[config.mk]
export PLATFORM = sky130hd
export DESIGN_NAME = stream_demux
export DESIGN_NICKNAME = d
export VERILOG_FILES = /design/src/rtl/stream_demux_pkg.sv /design/src/rtl/stream_demux_fifo.sv /design/src/rtl/stream_demux.sv
export SDC_FILE = /design/constraint.sdc
export NUM_CORES = 1
export LEC_CHECK = 0
export ABC_AREA = 1
export CAP_MARGIN = 40
export CORE_MARGIN = 5
export CORE_UTILIZATION = 50
export DETAILED_ROUTE_END_ITERATION = 6
export HOLD_SLACK_MARGIN = 0.06
export PLACE_DENSITY_LB_ADDON = 0.25
export SYNTH_ARGS = -nofsm -noshare
export SYNTH_HDL_FRONTEND = slang
export SYNTH_SLANG_ARGS = --single-unit
export TNS_END_PERCENT = 1
[constraint.sdc]
create_clock -name clk -period 3.01 [get_ports clk]
set_clock_uncertainty 0.05 [all_clocks]
set_input_delay 0.301 -clock clk [delete_from_list [all_inputs] [get_ports clk]]
set_output_delay 0.301 -clock clk [all_outputs]
set_load 0.005 [all_outputs]
[src/rtl/stream_demux_pkg.sv]
// -----------------------------------------------------------------------------
// stream_demux_pkg
// Shared constants and helpers for the two-way stream demultiplexer.
//   DEFAULT_DEPTH : default entries per output FIFO (power of two, >= 2)
//   STAT_W        : width of the optional statistics counters
//   clog2()       : ceiling log2, usable in constant expressions
// -----------------------------------------------------------------------------
package stream_demux_pkg;

  localparam int DEFAULT_DEPTH = 2;
  localparam int STAT_W        = 16;

  // Ceiling log2; clog2(1) = 0, clog2(2) = 1, clog2(4) = 2.
  function automatic int clog2(input int value);
    int r;
    int v;
    r = 0;
    v = value - 1;
    while (v > 0) begin
      r++;
      v = v >> 1;
    end
    return r;
  endfunction

endpackage

[src/rtl/stream_demux_fifo.sv]
// -----------------------------------------------------------------------------
// stream_demux_fifo
// Small synchronous FIFO used on each demux output. Reads come straight from
// registered storage, so there is no combinational wdata -> rdata path.
//   clk, reset : rising-edge clock, synchronous active-high reset
//   push       : write wdata at the tail (caller guarantees !full)
//   pop        : advance the head (caller guarantees !empty)
//   wdata      : signed WIDTH-bit payload in
//   rdata      : signed WIDTH-bit head entry, 0 while empty
//   full/empty : occupancy flags, evaluated before any same-cycle push/pop
// DEPTH must be a power of two and >= 2 so the pointers wrap naturally.
// -----------------------------------------------------------------------------
module stream_demux_fifo
  import stream_demux_pkg::*;
#(
  parameter int WIDTH = 32,
  parameter int DEPTH = DEFAULT_DEPTH
) (
  input  logic                    clk,
  input  logic                    reset,
  input  logic                    push,
  input  logic                    pop,
  input  logic signed [WIDTH-1:0] wdata,
  output logic signed [WIDTH-1:0] rdata,
  output logic                    full,
  output logic                    empty
);

  localparam int PW = clog2(DEPTH);
  localparam int CW = PW + 1;

  logic signed [WIDTH-1:0] mem [DEPTH];
  logic [PW-1:0]           rd_ptr;
  logic [PW-1:0]           wr_ptr;
  logic [CW-1:0]           count;

  assign full  = (count == CW'(DEPTH));
  assign empty = (count == '0);

  // The head reads as zero while empty, which is what makes the output data
  // clear on reset without having to clear every storage entry.
  assign rdata = empty ? '0 : mem[rd_ptr];

  // NOTE: sequential state uses non-blocking assignments so every register
  // samples the pre-edge values of the others; blocking here would create
  // order-dependent simulation that does not match the synthesized flops.
  always_ff @(posedge clk) begin
    if (reset) begin
      rd_ptr <= '0;
      wr_ptr <= '0;
      count  <= '0;
    end else begin
      if (push) wr_ptr <= wr_ptr + PW'(1);
      if (pop)  rd_ptr <= rd_ptr + PW'(1);
      // Push and pop together leave the count unchanged.
      unique case ({push, pop})
        2'b10:   count <= count + CW'(1);
        2'b01:   count <= count - CW'(1);
        default: count <= count;
      endcase
    end
  end

  // NOTE: the storage array is deliberately not reset; validity is tracked by
  // count alone, and leaving the array out of reset lets it map to plain
  // registers/RAM without a reset tree.
  always_ff @(posedge clk) begin
    if (push) mem[wr_ptr] <= wdata;
  end

  a_count_bound: assert property (@(posedge clk) disable iff (reset)
    count <= CW'(DEPTH));
  a_no_overflow: assert property (@(posedge clk) disable iff (reset)
    !(push && full));
  a_no_underflow: assert property (@(posedge clk) disable iff (reset)
    !(pop && empty));

endmodule

[src/rtl/stream_demux.sv]
// -----------------------------------------------------------------------------
// stream_demux
// Two-way stream demultiplexer: one producer stream is steered by a per-beat
// select bit into one of two consumer streams, each buffered by its own FIFO so
// a stalled consumer only blocks beats addressed to it.
//   clk, reset             : rising-edge clock, synchronous active-high reset
//   in_valid/in_ready      : producer handshake (in_ready is combinational and
//                            depends only on in_select and FIFO state)
//   in_select              : 0 -> out0, 1 -> out1
//   in_data                : signed WIDTH-bit payload, passed through unmodified
//   out0_valid/ready/data  : consumer 0 stream (FIFO head)
//   out1_valid/ready/data  : consumer 1 stream (FIFO head)
// Optional build macro STREAM_DEMUX_STATS_EN adds saturating 16-bit counters:
//   stat_cnt0  : beats accepted to out0
//   stat_cnt1  : beats accepted to out1
//   stat_stall : cycles with in_valid && !in_ready
// -----------------------------------------------------------------------------
module stream_demux
  import stream_demux_pkg::*;
#(
  parameter int WIDTH = 32,
  parameter int DEPTH = DEFAULT_DEPTH
) (
  input  logic                    clk,
  input  logic                    reset,
  input  logic                    in_valid,
  output logic                    in_ready,
  input  logic                    in_select,
  input  logic signed [WIDTH-1:0] in_data,
  output logic                    out0_valid,
  input  logic                    out0_ready,
  output logic signed [WIDTH-1:0] out0_data,
  output logic                    out1_valid,
  input  logic                    out1_ready,
  output logic signed [WIDTH-1:0] out1_data
`ifdef STREAM_DEMUX_STATS_EN
  ,
  output logic [STAT_W-1:0]       stat_cnt0,
  output logic [STAT_W-1:0]       stat_cnt1,
  output logic [STAT_W-1:0]       stat_stall
`endif
);

  logic full0, full1;
  logic empty0, empty1;
  logic accept;
  logic push0, push1;
  logic pop0, pop1;

  // Full is taken before any same-cycle pop, so a full FIFO never passes a
  // beat through even if its consumer is draining this cycle.
  assign in_ready = !reset && (in_select ? !full1 : !full0);
  assign accept   = in_valid && in_ready;
  assign push0    = accept && !in_select;
  assign push1    = accept &&  in_select;

  assign out0_valid = !empty0;
  assign out1_valid = !empty1;
  assign pop0       = out0_valid && out0_ready;
  assign pop1       = out1_valid && out1_ready;

  stream_demux_fifo #(
    .WIDTH (WIDTH),
    .DEPTH (DEPTH)
  ) u_fifo0 (
    .clk   (clk),
    .reset (reset),
    .push  (push0),
    .pop   (pop0),
    .wdata (in_data),
    .rdata (out0_data),
    .full  (full0),
    .empty (empty0)
  );

  stream_demux_fifo #(
    .WIDTH (WIDTH),
    .DEPTH (DEPTH)
  ) u_fifo1 (
    .clk   (clk),
    .reset (reset),
    .push  (push1),
    .pop   (pop1),
    .wdata (in_data),
    .rdata (out1_data),
    .full  (full1),
    .empty (empty1)
  );

`ifdef STREAM_DEMUX_STATS_EN
  logic stall;
  assign stall = in_valid && !in_ready;

  // Counters stick at all-ones rather than wrapping.
  always_ff @(posedge clk) begin
    if (reset) begin
      stat_cnt0  <= '0;
      stat_cnt1  <= '0;
      stat_stall <= '0;
    end else begin
      if (push0 && (stat_cnt0  != '1)) stat_cnt0  <= stat_cnt0  + STAT_W'(1);
      if (push1 && (stat_cnt1  != '1)) stat_cnt1  <= stat_cnt1  + STAT_W'(1);
      if (stall && (stat_stall != '1)) stat_stall <= stat_stall + STAT_W'(1);
    end
  end
`endif

endmodule
==> reports/results.tsv <==
stage	metric	value	unit
flow_run	cap_violations	0	
sta	setup_violations	0	
final_layout	finalNonFillerCells	673	
global_route	overflow	0	
clock_tree	clockBufferDepth	2	
setup_path	worstPathMaxFanout	32	
drt	drcViolationCount	0	
sta	max_freq	0.385	GHz
setup_path	r2r_start	u_fifo1.count[0]$_SDFFE_PP0P_	
drt	ant_nets	0	
sta	slew_headroom	0.589	
yosys	synth_nets	451	
setup_path	cp-end-kind	output pin	
sta	rsz0062_at_grt	false	
drt	wl	11.7	mm
clock_tree	cts_post_setup_buffers_inserted	0	
final_layout	final_nets	564	
final_layout	diodes	0	
final_layout	drive_above_1_share	0.104	
power	seqPwrFrac	0.441	
setup_path	cp-start-kind	flip-flop	
placed_design	postPlaceCellArea	6480	sq um
setup_path	crit_type	reg2out	
yosys	synthTopCellsByArea	edfxtp_1, nand2_1, a21oi_1	
global_route	grt_max_degree	35	
global_route	first_global_vias	3624	
power	power.leakage	2.51	nW
power	p_switching	0.00113	W
setup_path	ff2ff_path_depth	7	
yosys	synth_area_per_cell	12.8	sq um
drt	routed.top_layer	met4	
final_layout	multi_input_area	1080	sq um
drt	dr.pass1.iters	5	
clock_tree	worstSkewPairLatency	500	ps
final_layout	final-seq-area	4040	sq um
yosys	ys_top_cells_by_count	nand2_1, edfxtp_1, a21oi_1	
sta	slew_viol_final	0	
setup_path	required	2660	ps
sta	tightest_slew	615	ps
outcome	status	finished, final reports clean	
global_route	antenna_found_initial	0	
placed_design	dp_hpwl	7.30	mm
power	switching_share	0.228	
final_layout	area_growth	35.1	%
drt	via_per_inst	5.28	
drt	dr_wl_met3	789	microns
clock_tree	cts_resized	0	
sta	fin_crit_sh	0.862	
yosys	synth_top_cell_by_area	edfxtp_1	
sta	period_minus_slack	2600	ps
yosys	synth_seq_area_share	0.771	
die	die_area	12600	sq um
drt	wire_per_inst	17.4	microns
final_layout	final_area	7090	sq um
yosys	async_flop_share	0	
clock_tree	ctsHoldBuffers	0	
clock_tree	cts_sinks	138	
clock_tree	cts_buffers	17	
min_path	worstHoldEndpoint	u_fifo0.count[1]$_SDFFE_PP0P_	
yosys	yosysMostFrequentCell	nand2_1	
yosys	synth_ff_type	edfxtp_1	
yosys	synth_edf_count	128	
setup_path	worst_ep_arrival_time	2240	ps
final_layout	finish.utilization	0.690	
min_path	hold_path_depth	2	
clock_tree	h-tree-depth	4	
die	dieWidth	112	microns
yosys	synth_top_area_frac	0.733	
setup_path	r2r_slack	1050	ps
yosys	synth-warning-count	0	
global_route	grt_pass1_wl	18.7	mm
drt	dr_wl_met2	5.92	mm
die	rows	37	
placed_design	gp_congestion	0.783	
yosys	syn_area	5250	sq um
power	power.density	696	nW/um^2
yosys	synthCells	411	
yosys	ys_ff_latch	138	
setup_path	reg2reg_to	u_fifo1.count[1]$_SDFFE_PP0P_	
min_path	hp-class	in2reg	
die	io_pins	105	
die	initial_core_util	0.510	
drt	drt_iter0_drc	213	
die	design.core.area	10300	sq um
power	intPower	0.00381	W
drt	routed-via-count	3554	
yosys	ys_types	17	
clock_tree	cts_tree	yes	
min_path	min_from	reset	
global_route	grt_use_total	0.191	
power	max-vdd-ir-drop	0.439	mV
drt	wl_met1	4.91	mm
clock_tree	path_clk_slew	60	ps
power	power_frac_clock	0.427	
placed_design	dp_cells	641	
sta	fin_tns_setup	0	ps
power	pwr-share-comb	0.131	
die	die_y	112	microns
placed_design	io_buffers	104	
clock_tree	cts_root_buf	clkbuf_8	
sta	finalHoldViolations	0	
final_layout	nFillCells	728	
==> state kept, by name, indices dropped and copies added (netlist names), named ones only <==
| name | flops |
|---|---|
| u_fifo0.mem | 64 |
| u_fifo1.mem | 64 |
| u_fifo0.count | 2 |
| u_fifo1.count | 2 |
| u_fifo0.rd_ptr | 1 |
| u_fifo0.wr_ptr | 1 |
| u_fifo1.rd_ptr | 1 |
| u_fifo1.wr_ptr | 1 |
==> area by class of cell <==
class | instances | share of cell area
clock buffer | 17 | 0.0584
clock inverter | 15 | 0.0279
inverter | 15 | 0.00794
multi-input combinational | 238 | 0.152
sequential | 138 | 0.571
tap | 136 | 0.0240
timing repair buffer | 114 | 0.159
==> layer usage <==
layer,vias to the layer above,global-route usage
li1,1675,-
met1,1746,0.239
met2,125,0.320
met3,8,0.0593
met4,0,0.0569
met5,-,0
==> through the flow <==
stage,total power [W],hold WS [ps],worst slack (ps)
6_report,0.00493,381,415
3_3_place_gp,0.00284,393,823
3_5_place_dp,0.00287,405,682
5_1_grt,0.00513,376,303
2_1_floorplan,0.00248,328,516
4_1_cts,0.00497,361,381
==> cells by family after synthesis <==
logic type / share of synthesized area
compound gates: 0.0773
buf+inv: 0.0298
flops: 0.771
fa+ha+maj: 0.00477
simple gates: 0.117
==> critical path: stages, from the launching register on <==
cell and delay (ps):
dfxtp_1 320, inv_2 430, nand2_1 140, a21oi_1 280, clkdlybuf4s50_1 570
==> cell usage in the layout (no fill, tap or decap), types with 5 or more instances in the layout <==
| cell type | Yosys | layout |
|---|---|---|
| edfxtp_1 | 128 | 128 |
| dfxtp_1 | 10 | 10 |
| inv_2 | 6 | 6 |
| clkbuf_16 | 0 | 16 |
| clkdlybuf4s50_1 | 0 | 104 |
| nand2_1 | 134 | 134 |
| a21oi_1 | 74 | 74 |
| buf_4 | 0 | 9 |
| nor2_4 | 0 | 5 |
| inv_1 | 9 | 9 |
| nor2_1 | 9 | 6 |
==> power by group through the flow <==
stage / combinational, W / sequential, W / clock [W]
2_1_floorplan: 0.000268 / 0.00221 / 0
3_3_place_gp: 0.000628 / 0.00221 / 0
3_5_place_dp: 0.000655 / 0.00222 / 0
4_1_cts: 0.000662 / 0.00218 / 0.00213
5_1_grt: 0.000710 / 0.00218 / 0.00224
6_report: 0.000648 / 0.00218 / 0.00211
==> worst max path at each step <==
stage                                          endpoint  cells after the start  slack, ps                          start
after floorplan             u_fifo1.mem[0][0]$_DFFE_PP_                      4        520  u_fifo1.count[0]$_SDFFE_PP0P_
after global placement    u_fifo1.count[1]$_SDFFE_PP0P_                     10        820                      in_select
after detailed placement  u_fifo1.count[1]$_SDFFE_PP0P_                     10        680                      in_select
after CTS                                 out1_data[20]                      4        380  u_fifo1.count[0]$_SDFFE_PP0P_
after global routing                       out0_data[4]                      4        300                      flip-flop
final                                      out0_data[4]                      4        410                      flip-flop
No activity file was read; power rests on OpenSTA's default activity.
